**config.mk**
```make
export PLATFORM = sky130hd
export DESIGN_NAME = uart_sat_counter
export DESIGN_NICKNAME = d
export VERILOG_FILES = /design/src/rtl/uart_sat_counter.sv
export SDC_FILE = /design/constraint.sdc
export NUM_CORES = 1
export LEC_CHECK = 0
export ABC_AREA = 1
export CORE_AREA = 3 3 40 42
export CTS_CLUSTER_SIZE = 24
export DETAILED_ROUTE_END_ITERATION = 7
export DIE_AREA = 0 0 43 45
export PLACE_DENSITY = 0.68
export RECOVER_POWER = 50
export SKIP_CTS_REPAIR_TIMING = 1
export SYNTH_ARGS = -nofsm -noshare
export SYNTH_HDL_FRONTEND = slang
export SYNTH_SLANG_ARGS = --single-unit
```
**constraint.sdc**
```tcl
create_clock -name clk -period 1.15 [get_ports clk]
set_input_delay 0.115 -clock clk [delete_from_list [all_inputs] [get_ports clk]]
set_output_delay 0.115 -clock clk [all_outputs]
set_load 0.005 [all_outputs]
```
**src/rtl/uart_sat_counter.sv**
```systemverilog
// Saturating up-counter; a clear coincident with an increment lands on 1.
module uart_sat_counter #(
    parameter int unsigned WIDTH = 8
) (
    input  logic             clk,
    input  logic             rst_n,
    input  logic             inc,
    input  logic             clr,
    output logic [WIDTH-1:0] count
);

    always_ff @(posedge clk or negedge rst_n) begin
        if (!rst_n) begin
            count <= '0;
        end else if (clr) begin
            count <= inc ? WIDTH'(1) : '0;
        end else if (inc && (count != '1)) begin
            count <= count + WIDTH'(1);
        end
    end

endmodule

```
==> impl.org, run 1 <==
** Floorplanning
- Cell Rows :: 13
- The die is between 40 and 50 µm tall.
- Pin placement for this block handled 12 I/O pins.
- The floorplan step defined a die boundary enclosing 0.00194 mm².
- The core region is 0.00128 mm².
- Once the floorplan was initialized, standard cells occupied 40.4% of the core.
- Chip width :: 43 µm

** CTS
- Number of clock buffers inserted by TritonCTS :: 3
- Latest clock arrival within the worst-skew pair :: between 0.2 and 0.3 ns
- Clock root buffer :: sky130_fd_sc_hd__clkbuf_4
- Deepest clock path buffer count :: 2
- CTS built an H-tree with a depth of 1.
- For this design, the sink count on the clock tree is 8.
- After clock tree synthesis, the clock-pin slew on the worst setup and hold paths is 0.05 ns.
- TritonCTS built the clock tree.

** Routing
- Dividing the detail-routed via count by the number of cells gives ~5.0.
- The first detailed-routing pass ran for 4 iterations.
- Post-detailed-route DRC marker count :: 0
- Once detail routing completed, the nets flagged for antenna violations numbered 0.
- Total number of vias :: about 560
- Iteration-0 DRC Markers :: 6
- Dividing the detail-routed wire length by the instance count gives between 10 and 15 µm.
- Wire length after detailed routing :: approximately 1.5 mm

** Setup path
- Among all stages on the critical path, the largest delay is contributed by sky130_fd_sc_hd__dfrtp_1.
- Delay of the slowest cell on the worst path :: about 0.42 ns
- Data on the critical path arrives at its endpoint at between 1 and 1.5 ns.
- Crit Path Max Fanout :: 8
- CP Data Required Time :: ~1.3 ns
- STA classifies the critical path startpoint as a flip-flop.
- Largest delay contributor family on the critical path :: simple AND/OR/NAND/NOR gates
- Endpoint kind of the worst setup timing path :: flip-flop
- Cell chain of the critical path :: ha_4, nand2_4, nor2_4, nand2_4, nand2_8, nor2_4, nand2_1, nand2_1
- The critical path contains buffers and inverters numbering 0 combined.
- Startpoint-to-endpoint class of the critical path :: flip-flop to flip-flop

** Power and ir drop
- The clock network is responsible for between 30% and 40% of the overall power.
- Worst VDD drop :: 0.636 mV
- Internal power comes to about 490 µW.
- Summed over all nets, the switching power comes to between 150 and 200 µW.
- In this run switching power makes up between 20% and 30% of total power.
- The share of total power dissipated in sequential elements is ~46%.
- Dividing total power by cell area gives a power density of between 700 and 800 mW/mm².
- Comb pwr share :: 22.5%
- For this design the static power due to leakage is between 0.0005 and 0.0006 µW.

** Run status
- The flow ran to the end, but the final reports show violations.
- Failing checks :: negative setup slack

** STA
- The final-report max-slew violation count came to 0.
- Measured slew at the worst slew-check pin :: about 0.4 ns
- On the final layout, the worst clock skew is about 0.00056 ns.
- Worst Setup Slack, final :: -0.134 ns
- Hold Slack :: between 0.2 and 0.25 ns
- Final Hold Fails :: 0
- Setup violations remaining at the end of the flow were counted as 9.
- The routed design could run at a clock period as short as 1.28 ns.
- The worst pin sits at a relative slew slack of 73.8%.
- Fmax :: a little under 800 MHz
- RSZ-0062 raised after global routing :: yes
- Final Cycle Share :: 112%

** Yosys
- Yosys cell types :: 18
- Mean instance size in the synthesized netlist :: roughly 7.5 µm²
- Fraction of the yosys area taken by sequential cells :: about two fifths
- By area the synthesized netlist is led by sky130_fd_sc_hd__dfrtp_1 39%, sky130_fd_sc_hd__nand2_1 14%, sky130_fd_sc_hd__nand3_1 9.6%.
- Gate Count Post-Synth :: between 60 and 70
- The mapped netlist covers 519 µm².
- Share of the synthesized area in the top cell type :: just under 40%
- For this run, the number of Yosys warnings is 0.
- Leading area contributor after synthesis :: sky130_fd_sc_hd__dfrtp_1
- Flip-flop and latch count after synthesis :: 8
- When the netlist entered floorplanning its net count stood at 74.

** Cells and area
- After filler insertion, the fill cell instance count of the layout stands at between 100 and 150.
- Post-layout instance count excluding filler cells :: 112
- The register with the most flip-flops in the layout has 8 of them.
- Register ranked first by flip-flop count :: count
- From synthesis to final layout, the design area changed by 68.0%.
- The number of antenna diodes in the final layout is 0.
- In the final layout, the share of cells above drive strength 1 is about 37%.
- The largest registers in the layout are count (8).
- For this run, the post-layout net count is 104.

** Placed design
- HPWL after detailed placement :: about 1000 µm
- Placed Cells :: between 100 and 150
- At the placement stage, the worst setup path has a slack of -0.115 ns.
- Number of buffers inserted by port buffering :: 11
- Routability-driven placement finished with a final weighted congestion of approximately 0.79.

** Hold path
- Worst hold path type :: input port to asynchronous set/reset pin

** GRT
- Initial antenna violation count :: 0
- Vias in the first global route :: between 500 and 600
- In the global route stage, overall resource usage came out at 16.4%.
- Largest net degree at the start of global routing :: 11
- Total congestion overflow after global routing :: 0
- Global-route wire length before repair :: around 2.3 mm

** Run
- Count of max-cap constraint violations :: 0
-- cell type report --
type	instances	area, µm²	share of cell area [%]
multi-input combinational	52	358	41.0
timing repair buffer	25	239	27.4
sequential	8	200	23.0
inverter	9	33.8	3.87
clock buffer	3	22.5	2.58
tap	15	18.8	2.15
-- per-stage QoR --
| stage | area (µm²) | utilization, % | TNS (ns) | total power, µW |
|---|---|---|---|---|
| global route | 872 | 67.9 | -1.15 | 712 |
| CTS | 758 | 59.0 | -2.15 | 649 |
| detailed placement | 736 | 57.3 | -0.705 | 428 |
| finish | 872 | 67.9 | -0.707 | 670 |
| floorplan | 539 | - | -0.448 | 350 |
| global placement | 736 | 57.3 | -0.284 | 423 |
-- cell usage in the layout, fill, tap and decap left out, types with 2 or more instances in the layout --
cell and count:
sky130_fd_sc_hd__buf_4 13, sky130_fd_sc_hd__clkbuf_4 3, sky130_fd_sc_hd__clkdlybuf4s50_1 2, sky130_fd_sc_hd__dfrtp_1 8, sky130_fd_sc_hd__dlymetal6s2s_1 8, sky130_fd_sc_hd__inv_1 7
sky130_fd_sc_hd__nand2_1 17, sky130_fd_sc_hd__nand2_2 2, sky130_fd_sc_hd__nand2_4 3, sky130_fd_sc_hd__nand3_1 8, sky130_fd_sc_hd__nand4_1 2, sky130_fd_sc_hd__nor2_1 4
sky130_fd_sc_hd__nor2_4 4, sky130_fd_sc_hd__o21ai_2 2
-- synthesized netlist by cell type --
master	n
sky130_fd_sc_hd__dfrtp_1	8
sky130_fd_sc_hd__a21oi_1	2
sky130_fd_sc_hd__nor2_1	6
sky130_fd_sc_hd__nand3_1	10
sky130_fd_sc_hd__nor3_1	1
sky130_fd_sc_hd__nand2_1	19
sky130_fd_sc_hd__ha_1	1
sky130_fd_sc_hd__nor2_4	1
sky130_fd_sc_hd__a21boi_0	1
sky130_fd_sc_hd__nor2_2	2
sky130_fd_sc_hd__clkinv_1	1
sky130_fd_sc_hd__nand4_1	2
sky130_fd_sc_hd__nand2_8	1
sky130_fd_sc_hd__xor2_1	1
sky130_fd_sc_hd__o21ai_2	2
sky130_fd_sc_hd__inv_1	8
sky130_fd_sc_hd__nand2_2	2
sky130_fd_sc_hd__nand2_4	1
-- kinds of logic (layout without fill, tap and decap cells) --
family          Yosys count  after routing  share of synthesized area (%)
fa+ha+maj                 1              1                           2.41
buf+inv                   9             37                           6.51
flops                     8              8                           38.6
xor+xnor                  1              1                           1.69
simple gates             45             45                           44.1
compound gates            5              5                           6.75
-- worst register-to-register path: stages, from the launching register on --
cell and delay (ns):
sky130_fd_sc_hd__dfrtp_1 0.42, sky130_fd_sc_hd__ha_4 0.17, sky130_fd_sc_hd__nand2_4 0.06, sky130_fd_sc_hd__nor2_4 0.13, sky130_fd_sc_hd__nand2_4 0.09, sky130_fd_sc_hd__nand2_8 0.11
sky130_fd_sc_hd__nor2_4 0.05, sky130_fd_sc_hd__nand2_1 0.07, sky130_fd_sc_hd__nand2_1 0.06
-- power groups by stage --
stage / registers [µW] / clock network, µW / logic, µW
finish: 304 / 215 / 150
global route: 305 / 247 / 160
CTS: 302 / 225 / 122
detailed placement: 306 / 0 / 122
global placement: 305 / 0 / 119
floorplan: 309 / 0 / 40.7
-- routing by layer --
layer,global-route usage (%),wire length (µm),vias to the layer above
met4,10.8,14,0
met5,0,0,-
li1,-,-,282
met3,2.39,68,4
met1,20.0,631,255
met2,26.9,745,16
-- final timing paths --
check | depth (start not counted) | startpoint | slack [ns] | endpoint
worst max-delay path | 8 | count[0] | -0.13 | count[6]
worst min-delay path | 1 | rst_n | 0.22 | count[1]
worst max register to register | 8 | count[0] | -0.13 | count[6]
worst min register to register | 2 | count[4] | 0.59 | count[4]
max in group asynchronous | 1 | rst_n | 0.65 | count[5]
min in group clk | 2 | count[4] | 0.59 | count[4]
Note: power is estimated with default switching activity, not from simulation.
==> run 2: changes to the inputs <==
==> constraint.sdc (replaced) <==
create_clock -name clk -period 1.15 [get_ports clk]
set_input_delay 0.23 -clock clk [delete_from_list [all_inputs] [get_ports clk]]
set_output_delay 0.23 -clock clk [all_outputs]
set_load 0.005 [all_outputs]
==> run 2 against run 1 <==
Effect of this change:
- the run still ends with negative setup slack left
- design area up 1.0%
- clock-buffer cell count unchanged
- total power down 0.44%
- register-to-register slack better by 0.04 ns
- flip-flop and latch count unchanged
- via count down 0.90%
- largest power group unchanged
==> impl.org, run 2 (synthesized netlist as in run 1, its figures left out) <==
** Run status
- Status :: complete, but fails checks (unchanged)
- Failing checks: negative setup slack (unchanged).

** Cells and area
- Commonest cells after routing, fill and taps aside: 16 x sky130_fd_sc_hd__nand2_1, 13 x sky130_fd_sc_hd__buf_4, 8 x sky130_fd_sc_hd__inv_1, 8 x sky130_fd_sc_hd__dlymetal6s2s_1 (was 17 x sky130_fd_sc_hd__nand2_1, 13 x sky130_fd_sc_hd__buf_4, 8 x sky130_fd_sc_hd__nand3_1, 8 x sky130_fd_sc_hd__dfrtp_1, 8 x sky130_fd_sc_hd__dlymetal6s2s_1).
- Number of nets at the end of the flow :: 104 (unchanged)
- The number of antenna repair diodes came to 0 (unchanged).
- The register cell area after layout is 201 µm² (was 200 µm²).
- Post-layout instance count excluding filler cells :: 112 (unchanged)
- The proportion of layout cells with a drive suffix above 1 is 39.2% (was 37.1%).
- The top register by number of flip-flops is count (unchanged).
- Regs by FF count: count (8) (unchanged).
- Filler cell count :: 112 (was 106)
- Area occupied by multi-input gates :: 365 µm² (was 358 µm²)
- Area growth from synthesis to final layout :: 69.6% (was 68.0%)
- Flip-flop count of the largest register, all copies and words added :: 8 (unchanged)
- The most common library cell in the layout ignoring fill and taps is sky130_fd_sc_hd__nand2_1 (unchanged).

** Routing
- Average detailed-routed wire length per instance :: 12.3 µm (was 13.0 µm)
- Antenna-violating nets left :: 0 (unchanged)
- Total number of vias :: 552 (was 557)
- Via-to-Cell Ratio :: 4.93 (was 4.97)
- The DRC violation total after the first TritonRoute iteration is 14 (was 6).
- Post-detailed-route DRC marker count :: 0 (unchanged)
- The total iterations of the first detailed-routing run is 4 (unchanged).
- Wire length after detailed routing :: 1.37 mm (was 1.46 mm)

** STA
- Worst Setup Slack, final :: -0.0984 ns (was -0.134 ns)
- Hold Slack :: 0.328 ns (was 0.221 ns)
- The worst-case headroom to the max-slew limit is 73.9% (was 73.8%).
- Final Hold Fails :: 0 (unchanged)
- The post-route minimum period was 1.25 ns (was 1.28 ns).
- The share of the cycle needed by the critical path after routing came to 109% (was 112%).
- RSZ-0062 raised after global routing :: yes (unchanged)
- Final slew viol count :: 0 (unchanged)
- Measured slew at the worst slew-check pin :: 0.390 ns (was 0.391 ns)
- The final-report setup violation count is 8 (was 9).
- Post-route clock skew :: 0.00473 ns (was 0.000559 ns)
- The maximum achievable frequency was 801 MHz (was 779 MHz).

** Power and ir drop
- The power per cell area came to 757 mW/mm² (was 768 mW/mm²).
- The leakage power of the design is 0.000567 µW (was 0.000559 µW).
- The worst IR drop on VDD came to 0.686 mV (was 0.636 mV).

** Setup path
- The data arrival time of the critical path is 1.39 ns (was 1.42 ns).
- Most frequent cell on the critical path :: sky130_fd_sc_hd__nand2_4
- Depth of the most critical reg-to-reg path :: 7 (was 8)
- The element type at the critical path start is a flip-flop (unchanged).
- Cell chain of the critical path: ha_4, nand2_4, nor2_4, nand2_4, nand2_8, o21ai_2, nor2_1 (was ha_4, nand2_4, nor2_4, nand2_4, nand2_8, nor2_4, nand2_1, nand2_1).
- The slowest library cell on the worst path was sky130_fd_sc_hd__dfrtp_1 (unchanged).
- The type of the worst setup path was flip-flop to flip-flop (unchanged).
- The critical path data required time came to 1.29 ns (about the same).
- The maximum fanout along the worst path was 8 (unchanged).
- The critical path's largest stage delay is 0.42 ns (about the same).
- The sort of element at the end of the critical path is a flip-flop (unchanged).

** Placed design
- Number of buffers inserted by port buffering :: 11 (unchanged)
- The HPWL after detailed placement was 970 µm (was 998 µm).
- The post-placement worst setup slack is -0.133 ns (was -0.115 ns).
- The final weighted congestion in routability-driven placement came to 0.825 (was 0.795).
- Placed Cells :: 106 (was 104)

** CTS
- Latest clock arrival within the worst-skew pair :: 0.26 ns (was 0.25 ns)
- The CTS clock-pin slew for the worst setup and hold paths is 0.06 ns (was 0.05 ns).
- Deepest clock path buffer count :: 2 (unchanged)
- # H-tree levels :: 1 (unchanged)
- Clock root buffer :: sky130_fd_sc_hd__clkbuf_4 (unchanged)
- The CTS tree was built (unchanged).
- The number of buffers created by CTS came to 3 (unchanged).
- TritonCTS Sinks :: 8 (unchanged)

** Hold path
- Worst hold path type :: input port to asynchronous set/reset pin (unchanged)

** Run
- Count of max-cap constraint violations :: 0 (unchanged)

** Floorplanning
- The height of the die is 45 µm (unchanged).
- The core footprint is 0.00128 mm² (unchanged).
- Starting Density :: 40.4% (unchanged)
- Io pins :: 12 (unchanged)
- The die area came to 0.00194 mm² (unchanged).
- The number of rows created at floorplan was 13 (unchanged).
- Chip width :: 43 µm (unchanged)

** GRT
- Vias in the first global route :: 479 (was 520)
- Total Routing Usage GR :: 13.8% (was 16.4%)
- Largest net degree at the start of global routing :: 11 (unchanged)
- The total congestion overflow came to 0 (unchanged).
- The initial antenna violation count is 0 (unchanged).
- The global-route wire length before repair is 2.02 mm (was 2.30 mm).
run 2: cell counts in the layout (fill, tap and decap cells not counted):
Identical to the previous run, type by type.
run 2: path summary, 6_finish.rpt:
| path | from | slack (ns) | to |
|---|---|---|---|
| worst min-delay path | rst_n | 0.33 | count[1] |
| worst min register to register | count[4] | 0.58 | count[4] |
| min in group clk | count[4] | 0.58 | count[4] |
| worst max register to register | count[1] | -0.1 | count[2] |
| worst max-delay path | count[1] | -0.1 | count[2] |
| max in group asynchronous | rst_n | 0.52 | count[2] |
run 2: power breakdown:
part / internal, µW / leakage [µW] / total [µW] / switching, µW
clock network: 120 / 0.0000138 / 223 / 103
registers: 292 / 0.000107 / 304 / 12.3
logic: 71.7 / 0.000446 / 140 / 67.9
run 2: area by class of cell:
class	instances	share of cell area, %
tap	15	2.13
multi-input combinational	52	41.5
timing repair buffer	25	27.1
clock buffer	3	2.56
sequential	8	22.9
inverter	9	3.84
run 2: critical path, delay by kind of cell, from the launching register on:
family                   cells  cell delay [ns]
AO/OA/AOI/OAI                1             0.13
adder cells (fa/ha/maj)      1             0.19
flip-flops                   1             0.42
AND/OR/NAND/NOR              5             0.39
run 2: metal layers:
metal	wire, µm	GRT usage (%)	up-vias	part of all wire (%)
li1	-	-	280	-
met1	640	19.3	260	47
met2	659	21.3	8	48
met3	49	2.39	4	3.6
met4	23	5.42	0	1.7
met5	0	0	-	0
run 2: metrics by stage:
stage | instance area [µm²] | util (%) | TNS (ns) | total power, µW
floorplan | 539 | - | -0.448 | 350
global placement | 751 | 58.4 | -0.721 | 425
detailed placement | 751 | 58.4 | -0.891 | 426
CTS | 773 | 60.2 | -2.76 | 647
global route | 881 | 68.5 | -0.995 | 694
finish | 881 | 68.5 | -0.468 | 667
==> run 3: changes to the inputs <==
--- a/config.mk
+++ b/config.mk
@@ -6,6 +6,7 @@
 export NUM_CORES = 1
 export LEC_CHECK = 0
 export ABC_AREA = 1
+export CAP_MARGIN = 5
 export CORE_AREA = 3 3 40 42
 export CTS_CLUSTER_SIZE = 24
 export DETAILED_ROUTE_END_ITERATION = 7
@@ -13,6 +14,7 @@
 export PLACE_DENSITY = 0.68
 export RECOVER_POWER = 50
 export SKIP_CTS_REPAIR_TIMING = 1
+export SLEW_MARGIN = 20
 export SYNTH_ARGS = -nofsm -noshare
 export SYNTH_HDL_FRONTEND = slang
 export SYNTH_SLANG_ARGS = --single-unit
==> results of run 3 <==
Final layout, timing and power as in run 2 (identical DEF).
